## src/rtl/i2c_frame_parser.sv

```systemverilog
// i2c_frame_parser: turns bus-tap line-event tokens into bytes plus ACK bit,
// tracks the address byte of each frame and flags truncated bytes.
module i2c_frame_parser #(
  parameter logic [6:0] SLAVE_ADDR = 7'h50
) (
  input  logic       clock,
  input  logic       rst_n,
  input  logic [2:0] tap_data,
  input  logic       tap_valid,
  output logic [7:0] byte_data,
  output logic       byte_valid,
  output logic       byte_first,
  output logic       byte_ack,
  output logic       addr_hit,
  output logic       frame_rw,
  output logic       frame_start,
  output logic       frame_stop,
  output logic       frame_err
);

  localparam logic [2:0] TOK_START = 3'd1;
  localparam logic [2:0] TOK_BIT1  = 3'd2;
  localparam logic [2:0] TOK_BIT0  = 3'd3;
  localparam logic [2:0] TOK_STOP  = 3'd4;

  typedef enum logic [1:0] {
    ST_IDLE = 2'd0,
    ST_DATA = 2'd1,
    ST_ACK  = 2'd2
  } state_t;

  state_t      state_q, state_d;
  logic [7:0]  shreg_q, shreg_d;
  logic [2:0]  bit_cnt_q, bit_cnt_d;
  logic        first_q, first_d;
  logic [7:0]  byte_data_q, byte_data_d;
  logic        byte_valid_q, byte_valid_d;
  logic        byte_first_q, byte_first_d;
  logic        byte_ack_q, byte_ack_d;
  logic        addr_hit_q, addr_hit_d;
  logic        frame_rw_q, frame_rw_d;
  logic        frame_start_q, frame_start_d;
  logic        frame_stop_q, frame_stop_d;
  logic        frame_err_q, frame_err_d;

  logic        is_bit;
  logic        bit_val;
  logic        partial;

  // Token decode helpers and the "byte in progress" condition used by START/STOP
  always_comb begin
    is_bit  = (tap_data == TOK_BIT1) || (tap_data == TOK_BIT0);
    bit_val = (tap_data == TOK_BIT1);
    partial = (bit_cnt_q != 3'd0) || (state_q == ST_ACK);
  end

  // Next-state and output logic; pulses default low, everything else holds
  always_comb begin
    state_d       = state_q;
    shreg_d       = shreg_q;
    bit_cnt_d     = bit_cnt_q;
    first_d       = first_q;
    byte_data_d   = byte_data_q;
    byte_first_d  = byte_first_q;
    byte_ack_d    = byte_ack_q;
    addr_hit_d    = addr_hit_q;
    frame_rw_d    = frame_rw_q;
    byte_valid_d  = 1'b0;
    frame_start_d = 1'b0;
    frame_stop_d  = 1'b0;
    frame_err_d   = 1'b0;

    if (tap_valid) begin
      if (tap_data == TOK_START) begin
        // START (or repeated START) always opens a fresh frame; a partial
        // byte in flight is dropped and reported as an error
        frame_err_d   = (state_q != ST_IDLE) && partial;
        frame_start_d = 1'b1;
        addr_hit_d    = 1'b0;
        frame_rw_d    = 1'b0;
        first_d       = 1'b1;
        bit_cnt_d     = 3'd0;
        shreg_d       = 8'h00;
        state_d       = ST_DATA;
      end else if (tap_data == TOK_STOP) begin
        if (state_q != ST_IDLE) begin
          frame_err_d  = partial;
          frame_stop_d = 1'b1;
          addr_hit_d   = 1'b0;
          frame_rw_d   = 1'b0;
          bit_cnt_d    = 3'd0;
          shreg_d      = 8'h00;
          state_d      = ST_IDLE;
        end
      end else if (is_bit) begin
        if (state_q == ST_DATA) begin
          shreg_d   = {shreg_q[6:0], bit_val};
          bit_cnt_d = bit_cnt_q + 3'd1;
          if (bit_cnt_q == 3'd7) begin
            state_d = ST_ACK;
          end
        end else if (state_q == ST_ACK) begin
          // Ninth bit: report the byte; a NACK keeps the frame open
          byte_valid_d = 1'b1;
          byte_data_d  = shreg_q;
          byte_first_d = first_q;
          byte_ack_d   = ~bit_val;
          if (first_q) begin
            addr_hit_d = (shreg_q[7:1] == SLAVE_ADDR);
            frame_rw_d = shreg_q[0];
          end
          first_d   = 1'b0;
          bit_cnt_d = 3'd0;
          state_d   = ST_DATA;
        end
      end
    end
  end

  // State and output registers with asynchronous active-low reset
  always_ff @(posedge clock or negedge rst_n) begin
    if (!rst_n) begin
      state_q       <= ST_IDLE;
      shreg_q       <= 8'h00;
      bit_cnt_q     <= 3'd0;
      first_q       <= 1'b0;
      byte_data_q   <= 8'h00;
      byte_valid_q  <= 1'b0;
      byte_first_q  <= 1'b0;
      byte_ack_q    <= 1'b0;
      addr_hit_q    <= 1'b0;
      frame_rw_q    <= 1'b0;
      frame_start_q <= 1'b0;
      frame_stop_q  <= 1'b0;
      frame_err_q   <= 1'b0;
    end else begin
      state_q       <= state_d;
      shreg_q       <= shreg_d;
      bit_cnt_q     <= bit_cnt_d;
      first_q       <= first_d;
      byte_data_q   <= byte_data_d;
      byte_valid_q  <= byte_valid_d;
      byte_first_q  <= byte_first_d;
      byte_ack_q    <= byte_ack_d;
      addr_hit_q    <= addr_hit_d;
      frame_rw_q    <= frame_rw_d;
      frame_start_q <= frame_start_d;
      frame_stop_q  <= frame_stop_d;
      frame_err_q   <= frame_err_d;
    end
  end

  assign byte_data   = byte_data_q;
  assign byte_valid  = byte_valid_q;
  assign byte_first  = byte_first_q;
  assign byte_ack    = byte_ack_q;
  assign addr_hit    = addr_hit_q;
  assign frame_rw    = frame_rw_q;
  assign frame_start = frame_start_q;
  assign frame_stop  = frame_stop_q;
  assign frame_err   = frame_err_q;

endmodule

```

## config.mk

```make
export PLATFORM = sky130hd
export DESIGN_NAME = i2c_frame_parser
export DESIGN_NICKNAME = d
export VERILOG_FILES = /design/src/rtl/i2c_frame_parser.sv
export SDC_FILE = /design/constraint.sdc
export NUM_CORES = 1
export LEC_CHECK = 0
export CAP_MARGIN = 20
export CORE_ASPECT_RATIO = 0.8
export CORE_MARGIN = 2
export CORE_UTILIZATION = 52
export DETAILED_ROUTE_END_ITERATION = 8
export GPL_TIMING_DRIVEN = 0
export PLACE_DENSITY = 0.77
export SLEW_MARGIN = 20
export SYNTH_ARGS = -nofsm -noshare
export SYNTH_HDL_FRONTEND = slang
export SYNTH_SLANG_ARGS = --single-unit
```

## constraint.sdc

```tcl
create_clock -name clock -period 1.92 [get_ports clock]
set_input_delay 0.576 -clock clock [delete_from_list [all_inputs] [get_ports clock]]
set_output_delay 0.576 -clock clock [all_outputs]
set_load 0.05 [all_outputs]
```

==> impl_metrics.tcl <==
set metrics [dict create \
    status "finished, final reports clean" \
    synth_compound_area_share_pct 10.3 \
    antenna_found_initial 0 \
    drc_errors 0 \
    clock_latency_ns 0.33 \
    synth.distinct_cells 34 \
    tritoncts "done" \
    synth_top_family_by_area "multiplexers" \
    max_freq_mhz 554 \
    placed_cells 174 \
    overflow 0 \
    grt_pass1_vias 972 \
    slew_viol_final 0 \
    portBuffers 18 \
    yosysMostFrequentCell "dfrtp_1" \
    worst_ir_drop_vdd_v 0.000522 \
    gr-usage-met1_pct 26.5 \
    cts_inserted_buffers 5 \
    io_pins 22 \
    grt.total_usage_pct 19.1 \
    cap_violations 0 \
    gp_congestion 0.771 \
    syn_inst 120 \
    hp-class "in2async" \
    crit_chain "dlygate4sd2_1" \
    vias_per_cell 5.33 \
    wl_um 2540 \
    utilization_pct 68.2 \
    ys_warn_count 0 \
    relSlewSlack_pct 57.9 \
    final_cells 184 \
    finalClockSkew_ns 0.00782 \
    grt_pass1_wl_um 4620 \
    synth_commonest_cells "dfrtp_1, inv_1, mux2_2, mux2i_1, nand2_1" \
    worst_path_max_delay_cell "dlygate4sd2_1" \
    path_clk_slew_ns 0.10 \
    setup_viol_count_final 0 \
    ys_async_sr_fraction_pct 100 \
    fin_crit_ns 1.81 \
    num-fill-cells 221 \
    synthTopCellsByArea "dfrtp_1, mux2_2, mux2i_1" \
    ant_nets 0 \
    synthesis.area_um2 1430 \
    cp-startpoint "byte_data[0]" \
    dp_slack_ns -0.462 \
    p_total_uw 1640 \
    worst_slack_ns 0.114 \
    rows 16 \
    holdBufCountCts 0 \
    synth_flop_cell "dfrtp_1" \
    top_usage_layer "met2" \
    first_pass_iters 4 \
    initial_core_util_pct 56.6 \
    final-hold-violation-count 0 \
    vias 980 \
    cp_top_family "buffers and inverters" \
    reg2reg_from "state_q[0]" \
    p_leak_uw 0.000913 \
    setup.worst_path.end_class "output port" \
    synthMuxAreaShare_pct 15.3 \
    drtIter0Drc 46 \
    grt_use_met2_pct 29.7 \
    drive_above_1_share_pct 20.9 \
    synth_xor_xnor_area_share_pct 0.613 \
    power_density_nw_per_um2 955 \
    synth_top_cell_area_share_pct 52.5 \
    die_width_um 62.6 \
    cp.required_ns 1.34 \
    fp.dieArea_um2 3190 \
    crit_type "reg2out" \
    met3_usage_pct 6.61 \
    synthSimpleGateAreaFrac_pct 10.5 \
    avgRoutedWirePerCell_um 13.8 \
    hpwl_um 1880 \
    yosys.area.top_type "dfrtp_1" \
    crit_fanout 2 \
    num_antenna_cells 0 \
    clockRootBuffer "clkbuf_4" \
    syn_to_final_growth_pct 20.4 \
    die_h_um 50.9 \
    avgSynthCellArea_um2 11.9 \
    worst_pin_slew_ns 0.631 \
    synth_nets 132 \
    fin_nets 159 \
    cp_num_buf_inv 1 \
    grt_setup_unrepaired "no" \
    cpPeakStageDelay_ns 0.53 \
    ys_ff_latch 30 \
    core_um2 2520 \
    cts_buffer_depth 2 \
    yosys.area_share.adder_pct 5.25 \
    synth_edf_count 0 \
    crit_arrival_ns 1.23 \
    timing.final.crit_share_pct 94.1 \
    clock-sinks 30 \
    grt_start_max_net_pins 31 \
    crit_path_start_kind "flip-flop" \
    yosysSeqAreaShare_pct 52.5 \
    cts.htree.levels 2 \
]
## registers in the layout, summed over array words and instances, names as in the netlist
signal and cells:
state_q 2, byte_ack 1, shreg_q 8, frame_start 1
frame_stop 1, addr_hit 1, byte_data 8, frame_err 1
bit_cnt_q 3, byte_first 1, first_q 1, frame_rw 1
byte_valid 1
## layer usage
layer / part of all wire, % / vias up
met2: 47 / 24
met3: 4.5 / 2
li1: - / 467
met4: 0.67 / 0
met5: 0 / -
met1: 48 / 487
## power breakdown
| part | leakage, uW | switching [uW] | internal (uW) | total (uW) |
|---|---|---|---|---|
| registers | 0.000405 | 92.3 | 739 | 831 |
| logic | 0.000473 | 239 | 187 | 426 |
| clock network | 0.0000353 | 209 | 177 | 387 |
| total | 0.000913 | 541 | 1100 | 1640 |
## layout by cell type (no fill, tap or decap), drive strengths merged, types with 2 or more instances in the layout
cell	netlist	layout
buf	4	7
clkbuf	1	8
nor3b	2	2
nor2	6	6
a21oi	5	5
a22o	2	2
o21ai	7	7
dlygate4sd2	0	17
nand2	8	8
a32o	2	2
ha	6	6
inv	12	12
mux2i	8	8
nand2b	2	2
dfrtp	30	30
mux2	12	12
## metrics by stage
step / setup TNS (ns) / instance area [um2] / hold slack, ns
2_1_floorplan: 0 / 1430 / 0.280
3_3_place_gp: -10.54 / 1650 / 0.483
3_5_place_dp: -5.30 / 1650 / 0.495
6_report: 0 / 1720 / 0.258
4_1_cts: 0 / 1700 / 0.285
5_1_grt: 0 / 1720 / 0.302
## worst paths after layout
kind	slack, ns	endpoint	depth (start not counted)
max	0.11	byte_data[0]	1
min	0.26	byte_data[4]	1
max reg2reg	0.14	bit_cnt_q[0]	6
min reg2reg	0.51	byte_data[5]	1
max in group asynchronous	1.25	frame_rw	1
min in group clock	0.51	byte_data[5]	1
## layout make-up
type	instances	area, um2	area share (%)
Sequential cell	30	751	43.6
Clock inverter	1	5.00	0.291
Tap cell	36	45.0	2.62
Clock buffer	7	55.1	3.20
Multi-Input combinational cell	73	618	35.9
Buffer	5	32.5	1.89
Timing Repair Buffer	20	169	9.82
Inverter	12	45.0	2.62
## cell families (layout without fill, tap and decap cells)
kind of cell | after synthesis | count (layout)
AND/OR/NAND/NOR | 26 | 26
adder cells (fa/ha/maj) | 6 | 6
flip-flops | 30 | 30
buffers and inverters | 17 | 45
XOR/XNOR | 1 | 1
multiplexers | 20 | 20
AO/OA/AOI/OAI | 20 | 20
## repair_timing
action                                  4_1_cts  5_1_grt
gates resized for setup                      19        2
hold endpoints to repair                      0        0
pin swaps                                     1        1
endpoints found under the setup margin       27        7
setup buffers                                 1        1
gates cloned                                  0        0
(Power assumes the default switching activity.)
